### config.mk
export PLATFORM = sky130hd
export DESIGN_NAME = hd_mux_sw
export DESIGN_NICKNAME = d
export VERILOG_FILES = /design/src/rtl/hd_mux_pkg.sv /design/src/rtl/hd_mux_gap_cnt.sv /design/src/rtl/hd_mux_sw.sv
export SDC_FILE = /design/constraint.sdc
export NUM_CORES = 1
export LEC_CHECK = 0
export ABC_AREA = 1
export CAP_MARGIN = 5
export CORE_MARGIN = 3
export CORE_UTILIZATION = 47
export CTS_CLUSTER_SIZE = 8
export DETAILED_ROUTE_END_ITERATION = 8
export PLACE_DENSITY = 0.83
export SYNTH_ARGS = -nofsm -noshare
export SYNTH_HDL_FRONTEND = slang
export SYNTH_HIERARCHICAL = 1
export SYNTH_SLANG_ARGS = --single-unit
export TNS_END_PERCENT = 50
### constraint.sdc
create_clock -name CK -period 1.7 [get_ports CK]
set_input_delay 0.34 -clock CK [delete_from_list [all_inputs] [get_ports CK]]
set_output_delay 0.34 -clock CK [all_outputs]
set_load 0.02 [all_outputs]
### src/rtl/hd_mux_pkg.sv
// Shared types, limits and helpers for the hd_mux_sw switchover multiplexer.
package hd_mux_pkg;

    localparam int unsigned N_MAX   = 16;
    localparam int unsigned W_MAX   = 64;
    localparam int unsigned GAP_MAX = 15;
    localparam int unsigned CNT_W   = 4;

    typedef enum logic {
        ACTIVE,
        BLANK
    } state_t;

    function automatic int unsigned clog2(input int unsigned v);
        int unsigned r;
        r = 0;
        for (int unsigned i = 0; i < 32; i++) begin
            if ((32'd1 << i) < v) begin
                r = i + 1;
            end
        end
        return r;
    endfunction

endpackage

### src/rtl/hd_mux_gap_cnt.sv
// Loadable down-counter that times the blanking gap; saturates at zero.
module hd_mux_gap_cnt
    import hd_mux_pkg::*;
(
    input  logic             ck,
    input  logic             rst,
    input  logic             ld,
    input  logic [CNT_W-1:0] ld_val,
    input  logic             dec,
    output logic             zero
);

    logic [CNT_W-1:0] cnt;

    always_ff @(posedge ck) begin
        if (rst) begin
            cnt <= '0;
        end else if (ld) begin
            cnt <= ld_val;
        end else if (dec && (cnt != '0)) begin
            cnt <= cnt - 1'b1;
        end
    end

    assign zero = (cnt == '0);

endmodule

### src/rtl/hd_mux_sw.sv
// Registered N:1 multiplexer that blanks its output for GAP cycles whenever the
// selected channel changes, so consumers never see a sample straddling a source change.
module hd_mux_sw
    import hd_mux_pkg::*;
#(
    parameter int unsigned N   = 3,
    parameter int unsigned W   = 1,
    parameter int unsigned GAP = 2,
    localparam int unsigned SW = (clog2(N) < 1) ? 1 : clog2(N)
) (
    input  logic           CK,
    input  logic           RST,
    input  logic [N*W-1:0] A,
    input  logic [SW-1:0]  SL,
    input  logic           HOLD,
    output logic [W-1:0]   Z,
    output logic           ZV,
    output logic           BUSY,
    output logic           ERR
);

    // Extra bit keeps the range check meaningful when N is a power of two.
    localparam logic [SW:0]      N_EXT  = (SW + 1)'(N);
    localparam logic [CNT_W-1:0] GAP_LD = CNT_W'((GAP == 0) ? 0 : GAP - 1);

    state_t          state;
    logic [SW-1:0]   cur;
    logic [SW-1:0]   pend;
    logic            sl_bad;
    logic            sw_req;
    logic            restart;
    logic            cnt_ld;
    logic            cnt_dec;
    logic            cnt_zero;
    logic [SW-1:0]   idx;
    logic [W-1:0]    sel_data;

    hd_mux_gap_cnt u_gap_cnt (
        .ck     (CK),
        .rst    (RST),
        .ld     (cnt_ld),
        .ld_val (GAP_LD),
        .dec    (cnt_dec),
        .zero   (cnt_zero)
    );

    always_comb begin
        sl_bad  = ({1'b0, SL} >= N_EXT);
        sw_req  = !sl_bad && (SL != cur);
        restart = !sl_bad && (SL != pend);
        cnt_ld  = 1'b0;
        cnt_dec = 1'b0;
        idx     = cur;
        if (!HOLD) begin
            case (state)
                ACTIVE: begin
                    if (sw_req) begin
                        if (GAP == 0) begin
                            idx = SL;
                        end else begin
                            cnt_ld = 1'b1;
                        end
                    end
                end
                BLANK: begin
                    // A new legal target always restarts the full gap, even at completion.
                    if (restart) begin
                        cnt_ld = 1'b1;
                    end else if (!cnt_zero) begin
                        cnt_dec = 1'b1;
                    end else begin
                        idx = pend;
                    end
                end
                default: ;
            endcase
        end
        sel_data = A[32'(idx) * W +: W];
    end

    always_ff @(posedge CK) begin
        if (RST) begin
            state <= ACTIVE;
            cur   <= '0;
            pend  <= '0;
            Z     <= '0;
            ZV    <= 1'b0;
            BUSY  <= 1'b0;
            ERR   <= 1'b0;
        end else if (HOLD) begin
            ERR <= 1'b0;
        end else begin
            ERR <= sl_bad;
            case (state)
                ACTIVE: begin
                    if (sw_req && (GAP != 0)) begin
                        pend  <= SL;
                        Z     <= '0;
                        ZV    <= 1'b0;
                        BUSY  <= 1'b1;
                        state <= BLANK;
                    end else begin
                        if (sw_req) begin
                            cur <= SL;
                        end
                        Z  <= sel_data;
                        ZV <= 1'b1;
                    end
                end
                BLANK: begin
                    if (restart) begin
                        pend <= SL;
                    end else if (cnt_zero) begin
                        cur   <= pend;
                        Z     <= sel_data;
                        ZV    <= 1'b1;
                        BUSY  <= 1'b0;
                        state <= ACTIVE;
                    end
                end
                default: begin
                    state <= ACTIVE;
                end
            endcase
        end
    end

endmodule
; ---- After elaboration in Yosys (flattened, before gate mapping)
; Index checks and enable logic that the tools add are counted.
[word_totals]
register_bits = 13
inputBits = 8
out_inout_bits = 4
word_cells = 65
[classes]
add_sub_neg = 1
magnitude_cmp = 1
n_eq_ne = 6
shifts = 1
mux = 32
n_bitwise = 2
reduce_logical = 13
[ops]
columns = operator, n
row1 = 1-bit two-way mux, 19
row2 = 2-bit two-way mux, 7
row3 = 1-bit one-hot mux with 2 select lines, 5
row4 = 3-bit AND reduction, 2
row5 = 4-bit zero test, 1
row6 = "2-bit by 1-bit != test with 1-bit output, second input constant", 2
row7 = 2-bit != test, 2
row8 = "2-bit != test, second input constant", 2
row9 = 2-bit one-hot mux with 2 select lines, 1
row10 = 4-bit AND reduction, 1
row11 = 4-bit nonzero test, 1
row12 = 2-bit OR reduction, 2
row13 = "4-bit by 1-bit subtractor with 4-bit output, second input constant", 1
row14 = 1-bit logical AND, 3
row15 = 3-bit by 3-bit indexed part select with 1-bit output, 1
row16 = "2-bit greater-or-equal comparator, second input constant", 1
row17 = 1-bit inverter, 2
row18 = 2-bit AND reduction, 1
row19 = 2-bit nonzero test, 1
row20 = 1-bit zero test, 1

; ---- Logic depth before layout (Yosys ltp)
; Gate-level depths: netlist (run 1).
[logic_depth]
ltp_word = 10
ltp_mapped = 15
ltp_nobuf = 15

; ---- Modules after synthesis
; Netlist (run 1), hierarchy kept.
[by_module_without_submodules]
columns = mod, instances, cells_per_inst, area_each_um2
row1 = hd_mux_sw, 1, 88, 595.6
row2 = hd_mux_gap_cnt, 1, 41, 274.0

; ---- Least setup slack after synthesis (run 1)
; Ideal clock, no wire load.
[synth_path]
path_type = reg2reg
start = reg u_gap_cnt.cnt[0]
end = reg Z
arrival_ns = 1.517
required_ns = 1.584
path_slack_ns = 0.067
stages_incl_launch_ff = 16
path_buffers = 1
cell_sequence = dfxtp_1 inv_1 ha_1 nand3_2 inv_1 buf_6 nand2_1 inv_1 nor2_1 nand4_1 nand2_2 nand2_1 nand3_1 nand2_1 nand2_1 a21oi_1
[synth_via]
elab_chain_cells = 9
word_cells_on_any_way = 12
[synth_lines]
columns = item, line_no
row1 = start: declaration, hd_mux_gap_cnt.sv:13  ; logic [CNT_W-1:0] cnt;
row2 = start signal: assignment, hd_mux_gap_cnt.sv:19  ; cnt <= ld_val;
row3 = start signal: assignment, hd_mux_gap_cnt.sv:21  ; cnt <= cnt - 1'b1;
row4 = 4-bit zero test *, hd_mux_gap_cnt.sv:25  ; assign zero = (cnt == '0);
row5 = named net cnt_zero, hd_mux_sw.sv:34  ; logic cnt_zero;
row6 = 2-bit two-way mux, hd_mux_sw.sv:69  ; end else if (!cnt_zero) begin
row7 = 2-bit two-way mux, hd_mux_sw.sv:67  ; if (restart) begin
row8 = 2-bit two-way mux, hd_mux_sw.sv:55  ; case (state)
row9 = 2-bit two-way mux, hd_mux_sw.sv:54  ; if (!HOLD) begin
row10 = 3-bit by 3-bit indexed part select with 1-bit output, hd_mux_sw.sv:78  ; sel_data = A[32'(idx) * W +: W];
row11 = 1-bit two-way mux, hd_mux_sw.sv:113  ; end else if (cnt_zero) begin
row12 = 1-bit two-way mux, hd_mux_sw.sv:111  ; if (restart) begin
row13 = 1-bit one-hot mux with 2 select lines, hd_mux_sw.sv:94  ; case (state)
row14 = end signal: assignment, hd_mux_sw.sv:106  ; Z <= sel_data;
row15 = end signal: assignment, hd_mux_sw.sv:115  ; Z <= sel_data;
row16 = end: declaration, hd_mux_sw.sv:16  ; output logic [W-1:0] Z,
; The timed path passes the listed nets; every way through them passes the cells marked *. The select of a mux whose other input is x is not followed.
; A chain may end at the register's enable or synchronous reset.

; ---- Worst setup path after layout (run 1)
; Same ends and word-level chain as after synthesis.

==> results of run 1 <==
power breakdown:
part	leakage (nW)	total (mW)	switching [mW]	internal (mW)
sequential	0.107	0.356	0.0202	0.336
clock	0.0150	0.180	0.0893	0.0908
combinational	0.486	0.406	0.217	0.189
cell families (layout without fill, tap and decap cells):
logic type / after synthesis / in the layout
compound gates: 20 / 20
xor+xnor: 1 / 1
fa+ha+maj: 1 / 1
buf+inv: 26 / 60
flops: 13 / 13
other cells: 2 / 4
simple gates: 66 / 66
state kept, by name (all words and copies together), names as in the netlist:
register / count
u_gap_cnt/cnt: 4
cur: 2
pend: 2
BUSY: 1
ERR: 1
Z: 1
ZV: 1
state: 1
layer usage:
metal  GRT usage  vias to the layer above  share of wire
li1            -                      471              -
met5           0                        -              0
met3      0.0734                        0          0.064
met1       0.229                      390           0.48
met4      0.0284                        0              0
met2       0.305                       28           0.45
area by class of cell:
| cell class | count | area (µm²) |
|---|---|---|
| Clock buffer | 4 | 26.3 |
| Fill cell | 137 | 444 |
| Inverter | 25 | 95.1 |
| Multi-Input combinational cell | 92 | 513 |
| Sequential cell | 13 | 263 |
| Tap cell | 24 | 30.0 |
| Timing Repair Buffer | 31 | 258 |
what timing repair did:
action                     in CTS  in global routing
pin swaps                       2                  5
setup endpoints to repair       4                  5
buffers inserted                1                  3
resized for setup               4                  6
critical path: cells and delay by family (launching register included):
family | cells | cell delay (ns)
compound gates | 1 | 0.05
fa+ha+maj | 1 | 0.18
buf+inv | 2 | 0.15
flops | 1 | 0.33
simple gates | 9 | 0.73
Yosys cell counts:
library cell,number,area [µm²]
sky130_fd_sc_hd__nand2_4,4,45.0
sky130_fd_sc_hd__nand4_1,2,12.5
sky130_fd_sc_hd__inv_1,18,67.6
sky130_fd_sc_hd__o21ai_0,5,25.0
sky130_fd_sc_hd__nand2_1,27,101
sky130_fd_sc_hd__nand3b_1,1,7.51
sky130_fd_sc_hd__inv_2,6,22.5
sky130_fd_sc_hd__nand3_4,1,17.5
sky130_fd_sc_hd__ha_1,1,12.5
sky130_fd_sc_hd__nor2_2,1,6.26
sky130_fd_sc_hd__o211ai_2,1,12.5
sky130_fd_sc_hd__o21ai_1,4,20.0
sky130_fd_sc_hd__buf_6,1,11.3
sky130_fd_sc_hd__a21oi_1,6,30.0
sky130_fd_sc_hd__nor4_1,1,6.26
sky130_fd_sc_hd__clkinv_2,1,5.00
sky130_fd_sc_hd__nand3_2,1,10.0
sky130_fd_sc_hd__nor2_8,1,20.0
sky130_fd_sc_hd__conb_1,2,7.51
sky130_fd_sc_hd__xor2_1,1,8.76
sky130_fd_sc_hd__a21oi_2,1,8.76
sky130_fd_sc_hd__nand2_2,6,37.5
sky130_fd_sc_hd__dfxtp_1,13,260
sky130_fd_sc_hd__o22ai_1,1,6.26
sky130_fd_sc_hd__nand3_1,8,40.0
sky130_fd_sc_hd__nor2_1,12,45.0
sky130_fd_sc_hd__o211ai_1,1,7.51
sky130_fd_sc_hd__o21ai_2,1,8.76
sky130_fd_sc_hd__or2_0,1,6.26
final timing paths:
| kind | start | end | slack, ns |
|---|---|---|---|
| min | Z | Z | 0.46 |
| max | u_gap_cnt/cnt[0] | Z | 0.12 |
| min reg2reg | Z | Z | 0.46 |
| max reg2reg | u_gap_cnt/cnt[0] | Z | 0.12 |
==> key figures, run 1 <==
Run status
  – Run status: completed

Power and ir drop
  – Design Power: 0.941 mW
  – Maximum vdd ir drop: 0.000593 V
  – Power per cell area: 795 mW/mm²
  – Leakage power: 0.609 nW

Die
  – Initial core utilization: 0.534
  – I/O Pins: 12
  – Die outline height: 49.0 µm
  – Width of the die: 49.0 µm
  – Placeable Area: 0.00163 mm²
  – Row count: 14
  – Die Outline Area: 0.00240 mm²

CTS
  – Bufs on Longest Clock Path: 2
  – TritonCTS Sinks: 13
  – Clock tree from TritonCTS: done
  – Root Driver: sky130_fd_sc_hd__clkbuf_4
  – Max H-tree Level: 1
  – Clk_lat worst skew: 0.27 ns
  – Number of buffers inserted for hold repair after clock tree synthesis: 0
  – Cts bufs inserted: 3
  – Post-CTS clock slew at the launch and capture registers of the worst setup and hold paths: 0.07 ns

Timing
  – Count of final setup violators: 0
  – Highest attainable clock frequency: 633 MHz
  – Worst setup slack after layout: 0.120 ns
  – Total Neg Setup Slack: 0 ns
  – Hold Fails Final Rpt: 0
  – Final critical-path share of the clock period: 0.929
  – Final slew viol count: 0
  – Post-layout min period: 1.58 ns
  – Hold Slack: 0.465 ns
  – Largest clock skew in the final design: 0.000497 ns

Cells and area
  – Post-route cell area: 0.00118 mm²
  – Total inserted antenna cells: 0
  – Layout area overhead: 36.3%
  – Number of nets in the finished design: 175
  – Fraction of layout instances using a drive strength above 1: 0.333
  – Commonest cells after routing, fill and taps aside: sky130_fd_sc_hd__nand2_1, sky130_fd_sc_hd__buf_4, sky130_fd_sc_hd__inv_1
  – Most common cell after layout, fill and taps aside: sky130_fd_sc_hd__nand2_1
  – Finished Layout Cells: 189
  – End-of-flow core utilization: 0.727

GRT
  – Global routing usage summed across all routing layers: 0.185
  – Vias in the first global route: 850
  – Gr ovfl total: 0
  – Initial antenna violation count: 0
  – Maximum number of pins on one net before global-route repair: 9
  – First-pass GRT wire length: 3.51 mm

Route
  – Routed WL per cell: 9.99 µm
  – Total via count in the routed design: 889
  – Routed WL: 1.89 mm
  – Initial drt markers: 33
  – Detailed-route DRC error count: 0
  – Post-detailed-route count of antenna-violating nets: 0
  – Vias per Instance: 4.70
  – First drt pass iteration count: 4

Setup path
  – Crit path launch type: flop
  – Largest fanout on the critical path: 4
  – Cell at the slowest stage of the critical path: sky130_fd_sc_hd__dfxtp_2
  – Worst-case reg-to-reg path depth: 13
  – Dominant cell type by count on the critical path: sky130_fd_sc_hd__nand2_1
  – CP arrival: 1.73 ns
  – Required time at the endpoint of the critical path: 1.85 ns
  – Largest stage delay on the critical path: 0.33 ns
  – Category of the worst setup path capture point: flop
  – Sequence of cells on the critical path: inv_2 -> ha_2 -> nand3_2 -> inv_2 -> nor2_1 -> nor2_1 -> nand4_1 -> nand2_2 -> nand2_1 -> nand3_1 -> nand2_1 -> nand2_1 -> a21oi_1
  – Type of the worst setup path: reg2reg

Logic synthesis
  – Per-instance average area after synthesis: 6.74 µm²
  – Unique masters post-synth: 29
  – Mux share of post-synthesis cell area: 0
  – Post-synthesis adder-cell area fraction: 0.0144
  – Synthesis-stage register bit count: 13
  – Netlist area before placement: 870 µm²
  – Post-Synth Simple-Gate Area: 0.409
  – Largest family of logic cells by synthesized area: simple AND/OR/NAND/NOR gates
  – Share of the synthesized netlist area taken by xor and xnor gates: 0.0101
  – Sequential area share after synthesis: 0.299
  – Cells after Synth: 129
  – Ys Warns: 6
  – Fraction of the mapped netlist area in compound gates: 0.137

Place
  – Placer congestion estimate: 0.936
  – Minimum setup slack after placement: -0.376 ns
  – Number of placed instances with taps included: 181
  – Port bufs: 11
  – Cell Area, Placed: 0.00113 mm²
  – Placed wire-length estimate: 1.48 mm

Worst hold path
  – Number of cells on the worst hold path: 2
  – Path type of the worst min-delay path: reg2reg

Run
  – Max-cap check violation count: 0
No activity file was read; power rests on OpenSTA's default activity.
==> inputs of run 2 (changes only) <==
Settings changed: CTS_CLUSTER_SIZE 8 to 10.
==> results of run 2 <==
No change in the layout: final DEF, timing and power equal those of run 1.
